--- src/rtl/ddr3_cpu_req_queue.sv ---
// CPU-side request queue for the DDR3 controller. It is a show-ahead FIFO of
// {cmd, bank, addr, write data, mask} entries with a registered occupancy
// count and a sticky overflow flag for requests offered while full.
module ddr3_cpu_req_queue #(
    parameter int unsigned DEPTH = 4
) (
    input  logic                       CPU_CLK,
    input  logic                       RESET_N,
    input  logic                       ADDR_VALID,
    input  logic                       CMD,
    input  logic [2:0]                 BA,
    input  logic [14:0]                ADDR,
    input  logic [63:0]                WR_DATA,
    input  logic [7:0]                 DM,
    output logic                       CMD_RDY,
    output logic                       Q_VALID,
    output logic                       Q_CMD,
    output logic [2:0]                 Q_BA,
    output logic [14:0]                Q_ADDR,
    output logic [63:0]                Q_WR_DATA,
    output logic [7:0]                 Q_DM,
    input  logic                       Q_ACCEPT,
    output logic [$clog2(DEPTH):0]     Q_COUNT,
    output logic                       OVERFLOW
);

    localparam int unsigned AW = $clog2(DEPTH);
    localparam int unsigned CW = AW + 1;
    localparam int unsigned EW = 1 + 3 + 15 + 64 + 8;
    localparam logic [CW-1:0] DEPTH_C = CW'(DEPTH);

    logic [EW-1:0] mem_q [DEPTH];
    logic [EW-1:0] entry_d;

    logic [AW-1:0] head_q, head_d;
    logic [AW-1:0] tail_q, tail_d;
    logic [CW-1:0] count_q, count_d;
    logic          ovf_q, ovf_d;

    logic          push;
    logic          pop;

    // Ready/valid come straight from the registered count; no pop look-through.
    always_comb begin
        CMD_RDY = (count_q < DEPTH_C);
        Q_VALID = (count_q != '0);
    end

    // Next-state for pointers, occupancy and the sticky overflow flag.
    always_comb begin
        entry_d = {CMD, BA, ADDR, WR_DATA, DM};
        push    = ADDR_VALID & CMD_RDY & RESET_N;
        pop     = Q_ACCEPT & Q_VALID & RESET_N;
        head_d  = head_q;
        tail_d  = tail_q;
        count_d = count_q;
        ovf_d   = ovf_q | (ADDR_VALID & ~CMD_RDY);
        if (push) begin
            // DEPTH is a power of two, so natural pointer overflow is the wrap.
            tail_d = tail_q + AW'(1);
        end
        if (pop) begin
            head_d = head_q + AW'(1);
        end
        case ({push, pop})
            2'b10:   count_d = count_q + CW'(1);
            2'b01:   count_d = count_q - CW'(1);
            default: count_d = count_q;
        endcase
    end

    // Control state, cleared asynchronously.
    always_ff @(posedge CPU_CLK or negedge RESET_N) begin
        if (!RESET_N) begin
            head_q  <= '0;
            tail_q  <= '0;
            count_q <= '0;
            ovf_q   <= 1'b0;
        end else begin
            head_q  <= head_d;
            tail_q  <= tail_d;
            count_q <= count_d;
            ovf_q   <= ovf_d;
        end
    end

    // Entry storage is never reset; it is only visible while Q_VALID is high.
    always_ff @(posedge CPU_CLK) begin
        if (push) begin
            mem_q[tail_q] <= entry_d;
        end
    end

    // Show-ahead head entry and status outputs.
    always_comb begin
        {Q_CMD, Q_BA, Q_ADDR, Q_WR_DATA, Q_DM} = mem_q[head_q];
        Q_COUNT  = count_q;
        OVERFLOW = ovf_q;
    end

endmodule
--- config.mk ---
export PLATFORM = sky130hd
export DESIGN_NAME = ddr3_cpu_req_queue
export DESIGN_NICKNAME = d
export VERILOG_FILES = /design/src/rtl/ddr3_cpu_req_queue.sv
export SDC_FILE = /design/constraint.sdc
export NUM_CORES = 1
export LEC_CHECK = 0
export BUFFER_PORTS_ARGS = -buffer_cell sky130_fd_sc_hd__buf_2
export CAP_MARGIN = 0
export CORE_ASPECT_RATIO = 1.5
export CORE_MARGIN = 2
export CORE_UTILIZATION = 45
export DETAILED_ROUTE_END_ITERATION = 7
export HOLD_SLACK_MARGIN = 0.03
export PLACE_DENSITY = 0.62
export SETUP_SLACK_MARGIN = 0.02
export SLEW_MARGIN = 20
export SYNTH_ARGS = -nofsm -noshare
export SYNTH_HDL_FRONTEND = slang
export SYNTH_SLANG_ARGS = --single-unit
export TNS_END_PERCENT = 1
--- constraint.sdc ---
create_clock -name CPU_CLK -period 4.6 [get_ports CPU_CLK]
set_input_delay 0.92 -clock CPU_CLK [delete_from_list [all_inputs] [get_ports CPU_CLK]]
set_output_delay 0.92 -clock CPU_CLK [all_outputs]
set_load 0.05 [all_outputs]
==> flow_metrics.py, run 1 <==
metrics = {
    "die": {
        "dieArea_sq_um": 31600,
        "start_util": 0.459,
        "rows": 77,
        "ios": 192,
        "die_w_um": 146,
        "die_height_um": 217,
        "core_sq_um": 29600,
    },
    "clocking": {
        "cts_sinks": 372,
        "cts_buffers": 36,
        "clockBufferDepth": 3,
        "cts-resized-gates": 0,
        "holdBufCountCts": 0,
        "cts_root_buf": "clkbuf_16",
        "cts_max_level": 2,
        "cts_tree": "built",
        "cts_setup_buffers": 0,
        "cts.clk_slew.worst_paths_ns": 0.06,
        "insertion_delay_ns": 0.51,
    },
    "synthesis": {
        "ys_warn_count": 0,
        "yosys.area.top_type": "edfxtp_1",
        "ys_ff_latch": 372,
        "synth_top_area_frac": 0.805,
        "netlist_area_sq_um": 13600,
        "post_synth.cell_area_avg_sq_um": 26.4,
        "synth_cell_type_count": 21,
        "ys_seq_area_frac": 0.820,
        "synth.area.top_cells": "edfxtp_1 80%, mux4_2 15%, dfrtp_1 1.5%",
        "synth_cells": 515,
        "syn_nets": 616,
    },
    "run": {
        "cap_violations": 0,
    },
    "critical_path": {
        "ff2ff_path_depth": 4,
        "critPathCaptureType": "output pin",
        "rr_endpoint": "mem_q[0][58]",
        "critPathLaunch": "head_q[0]",
        "startpoint_type": "register",
        "required_ns": 3.68,
        "worstReg2RegStart": "Q_COUNT[2]",
        "r2r_slack_ns": 2.24,
        "worst-setup-path-type": "register to output pin",
        "cp_max_fo": 49,
        "arrival_ns": 2.65,
    },
    "pwr": {
        "irDropWorstVdd_uv": 483,
        "p_leak_nw": 5.44,
        "power_density_nw_per_um2": 671,
    },
    "finish": {
        "area_delta_synth_final_pct": 18.8,
        "final_cells": 1147,
        "n_fill_cell": 2241,
        "final_nets": 831,
        "fin_area_sq_um": 16100,
        "drive_above_1_share": 0.457,
    },
    "sta": {
        "fmax_mhz": 280,
        "tightestPinTransition_ns": 0.813,
        "fin_setup_tns_ns": 0,
        "rsz0062_at_grt": "false",
        "setup_viol_count_final": 0,
        "finClkSkew_ns": 0.00975,
        "period_needed_ns": 3.57,
        "hold_viol_final": 0,
        "period_share": 0.777,
        "max_slew_margin": 0.458,
        "maxSlewViolCount": 0,
    },
    "route": {
        "dr.pass1.iters": 4,
        "totalWireLength_um": 25500,
        "dr_total_vias": 6035,
        "drc_errors": 0,
        "wl_per_cell_um": 22.2,
        "drt_first_iter_violations": 285,
        "antenna_left": 0,
        "avgViaCountPerCell": 5.26,
    },
    "place": {
        "port_buffers": 191,
        "gp_congestion": 0.725,
        "dp_hpwl_um": 15200,
        "dp_cells": 1087,
        "post_dp_cell_area_sq_um": 15000,
    },
    "global_routing": {
        "gr-total-overflow": 0,
        "grt_pass1_wl_um": 38800,
        "grtUsageTotal": 0.163,
        "antenna_found_initial": 5,
        "grt_max_degree": 52,
        "grt_pass1_vias": 6746,
    },
    "outcome": {
        "status": "complete, no violations",
    },
    "min_path": {
        "min_path_type": "input port to asynchronous set/reset pin",
    },
}
-- flip-flops by register name, summed over array words and instances (netlist names) --
| signal | cells |
|---|---|
| OVERFLOW | 1 |
| tail_q | 2 |
| head_q | 2 |
| Q_COUNT | 3 |
| mem_q | 364 |
-- through the flow --
step                power (mW)   util  setup slack [ns]  hold WS (ns)
CTS                       11.0  0.545             0.940         0.236
finish                    10.8  0.546              1.03         0.262
global route              11.2  0.546             0.856         0.252
floorplan                 7.35      -             0.530         0.534
detailed placement        8.14  0.508              1.50         0.467
global placement          8.09  0.508              1.51         0.434
-- worst max-delay path, stage by stage (launching register included) --
cell and delay, ns:
dfrtp_4 0.81, buf_12 0.41, mux4_2 0.61, buf_2 0.24
-- Yosys cell counts --
library cell / count
buf_6: 8
xor2_1: 2
mux2_2: 1
buf_2: 9
nand3_1: 1
fa_1: 1
inv_1: 7
o311a_1: 1
and3_1: 1
nor2_1: 1
ha_1: 5
dfrtp_1: 8
mux4_2: 91
buf_4: 2
xnor2_1: 4
nand2_1: 1
and2_1: 4
mux2i_1: 1
edfxtp_1: 364
a21o_1: 1
clkbuf_1: 2
-- layer usage --
| layer | up-vias | wire length (um) | global-route usage |
|---|---|---|---|
| met5 | - | 25 | 0 |
| met4 | 4 | 1080 | 0.0748 |
| met3 | 62 | 1500 | 0.0367 |
| met2 | 183 | 13700 | 0.297 |
| met1 | 3153 | 9170 | 0.183 |
| li1 | 2633 | - | - |
-- report_power, final --
| group | switching, mW | total [mW] | internal [mW] | leakage (nW) |
|---|---|---|---|---|
| combinational | 2.59 | 3.76 | 1.17 | 1.52 |
| sequential | 0.230 | 4.24 | 4.01 | 3.38 |
| clock | 1.15 | 2.83 | 1.69 | 0.542 |
| total | 3.97 | 10.8 | 6.86 | 5.44 |
-- worst max path at each step --
stage                     to  cells after the start
3_5_place_dp   Q_WR_DATA[37]                      3
5_1_grt        Q_WR_DATA[31]                      3
3_3_place_gp   Q_WR_DATA[37]                      3
4_1_cts        Q_WR_DATA[31]                      3
6_report       Q_WR_DATA[37]                      3
2_1_floorplan    mem_q[0][0]                      4
-- cells by family after synthesis --
logic type | share of synthesized area
simple gates | 0.00322
mux | 0.152
fa+ha+maj | 0.00608
flops | 0.820
compound gates | 0.00129
xor+xnor | 0.00387
buf+inv | 0.0135
-- area by class of cell --
type                            count  area, sq um  share of cell area
Antenna cell                        3         7.51            0.000465
Clock buffer                       45          956              0.0592
Clock inverter                     12          159             0.00984
Inverter                            7         26.3             0.00163
Multi-Input combinational cell    115         2280               0.141
Sequential cell                   372        11100               0.690
Tap cell                          395          494              0.0306
Timing Repair Buffer              198         1080              0.0671
-- layout by cell type, fill, tap and decap left out, types with 5 or more instances in the layout --
cell type  count
edfxtp_1     364
ha_1           5
inv_1          7
buf_12         6
buf_2        191
mux4_2        91
dfrtp_1        6
clkbuf_1       8
clkbuf_16     37
No activity file was read; power rests on OpenSTA's default activity.
==> run 2, diff against run 1 <==
--- a/config.mk
+++ b/config.mk
@@ -12,7 +12,7 @@
 export CORE_UTILIZATION = 45
 export DETAILED_ROUTE_END_ITERATION = 7
 export HOLD_SLACK_MARGIN = 0.03
-export PLACE_DENSITY = 0.62
+export PLACE_DENSITY = 0.65
 export SETUP_SLACK_MARGIN = 0.02
 export SLEW_MARGIN = 20
 export SYNTH_ARGS = -nofsm -noshare
==> constraint.sdc (replaced) <==
create_clock -name CPU_CLK -period 3.1 [get_ports CPU_CLK]
set_input_delay 0.62 -clock CPU_CLK [delete_from_list [all_inputs] [get_ports CPU_CLK]]
set_output_delay 0.62 -clock CPU_CLK [all_outputs]
set_load 0.05 [all_outputs]
==> flow_metrics.py, run 2 (synthesized netlist as in run 1, its figures left out) <==
metrics = {
    "outcome": {
        "status": "complete, no violations",
    },
    "die": {
        "start_util": 0.459,
        "rows": 77,
        "ios": 192,
        "core_sq_um": 29600,
        "dieArea_sq_um": 31600,
        "die_w_um": 146,
        "die_height_um": 217,
    },
    "sta": {
        "fmax_mhz": 339,
        "period_share": 0.952,
        "rsz0062_at_grt": "false",
        "setup_viol_count_final": 0,
        "fin_setup_tns_ns": 0,
        "maxSlewViolCount": 0,
        "tightestPinTransition_ns": 0.569,
        "finClkSkew_ns": 0.00833,
        "hold_viol_final": 0,
        "max_slew_margin": 0.621,
        "period_needed_ns": 2.95,
    },
    "route": {
        "drc_errors": 0,
        "drt_first_iter_violations": 326,
        "antenna_left": 0,
        "dr_total_vias": 6089,
        "totalWireLength_um": 25800,
        "dr.pass1.iters": 4,
        "wl_per_cell_um": 22.2,
        "avgViaCountPerCell": 5.24,
    },
    "finish": {
        "final_nets": 841,
        "drive_above_1_share": 0.460,
        "mostFrequentLayoutCell": "edfxtp_1",
        "final_cell_mix": "364 x edfxtp_1, 191 x buf_2, 91 x mux4_2",
        "area_delta_synth_final_pct": 20.0,
        "n_fill_cell": 2236,
        "largest_reg_flops": 364,
        "final_cells": 1161,
        "regMostFlops": "mem_q",
    },
    "critical_path": {
        "critPathLaunch": "head_q[0]",
        "cp_slowest_stage_delay_ns": 0.72,
        "cp.depth": 3,
        "required_ns": 2.48,
        "arrival_ns": 2.33,
        "path_cells": "buf_12, mux4_2, buf_2",
        "worst-path-buf-inv": 2,
        "endpoint": "Q_WR_DATA[33]",
        "worst-setup-path-type": "register to output pin",
        "r2r_slack_ns": 1.08,
        "cp_top_family": "flip-flops",
        "startpoint_type": "register",
        "critPathCaptureType": "output pin",
        "worstReg2RegStart": "Q_COUNT[2]",
        "cp_max_fo": 21,
        "rr_endpoint": "mem_q[3][27]",
        "slowest_stage": "dfrtp_4",
        "ff2ff_path_depth": 4,
    },
    "pwr": {
        "irDropWorstVdd_uv": 881,
        "power_density_nw_per_um2": 993,
        "p_leak_nw": 5.50,
    },
    "global_routing": {
        "antenna_found_initial": 4,
        "grt_pass1_wl_um": 39700,
        "grt_pass1_vias": 6737,
        "grt_max_degree": 53,
        "grtUsageTotal": 0.166,
        "gr-total-overflow": 0,
    },
    "place": {
        "dp_hpwl_um": 16100,
        "port_buffers": 191,
        "dp_cells": 1097,
        "gp_congestion": 0.742,
    },
    "clocking": {
        "clockBufferDepth": 3,
        "cts_tree": "built",
        "cts_max_level": 2,
        "cts_sinks": 372,
        "cts_buffers": 35,
        "cts.clk_slew.worst_paths_ns": 0.06,
        "cts_setup_buffers": 0,
        "cts_root_buf": "clkbuf_16",
        "insertion_delay_ns": 0.51,
    },
    "min_path": {
        "min_path_type": "input port to register",
    },
    "run": {
        "cap_violations": 0,
    },
}
run 2: changes by cell type in the layout (fill, tap and decap cells not counted), sizes merged:
cell and delta:
clkinvlp +3, clkbuf +1, bufinv -1, dlygate4sd3 +1, buf +10
run 2: timing repair:
item,in CTS,in global routing
endpoints found under the hold margin,8,0
resized for setup,0,0
hold buffers,1,0
run 2: worst min-delay path by stage:
stage                      startpoint           end  depth (start not counted)
after global routing      WR_DATA[33]  mem_q[0][41]                          1
after detailed placement     OVERFLOW      OVERFLOW                          1
after floorplan               RESET_N      OVERFLOW                          0
after global placement       OVERFLOW      OVERFLOW                          1
final                        ADDR[13]  mem_q[0][85]                          1
after CTS                 WR_DATA[25]  mem_q[1][33]                          1
run 2: cell type report:
class	instances	area, sq um	area share
tap	395	494	0.0303
antenna	3	7.51	0.000461
sequential	372	11100	0.684
inverter	7	26.3	0.00161
timing repair buffer	209	1240	0.0763
multi-input combinational	115	2280	0.140
clock inverter	14	148	0.00906
clock buffer	46	960	0.0589
run 2: metrics by stage:
stage | cell area [sq um] | setup slack (ns) | utilization | power, mW | hold WS, ns
6_report | 16300 | 0.149 | 0.551 | 16.2 | 0.323
5_1_grt | 16300 | 0.0243 | 0.551 | 16.8 | 0.297
4_1_cts | 16300 | 0.0817 | 0.551 | 16.4 | 0.298
3_5_place_dp | 15200 | 0.642 | 0.513 | 12.3 | 0.444
3_3_place_gp | 15200 | 0.647 | 0.513 | 12.2 | 0.441
2_1_floorplan | 13600 | -0.970 | - | 10.9 | 0.324
run 2: routing by layer:
metal	vias up	GRT usage	part of all wire	routed length [um]
met5	-	0	0.00081	21
met4	4	0.0569	0.027	701
met3	46	0.0358	0.049	1270
met2	164	0.304	0.55	14100
met1	3216	0.193	0.37	9670
li1	2659	-	-	-
run 2: where the power goes:
part	leakage (nW)	switching [mW]	internal, mW
Combinational	1.60	3.94	1.86
Clock	0.523	1.71	2.43
Sequential	3.38	0.289	5.95
Total	5.50	5.94	10.2
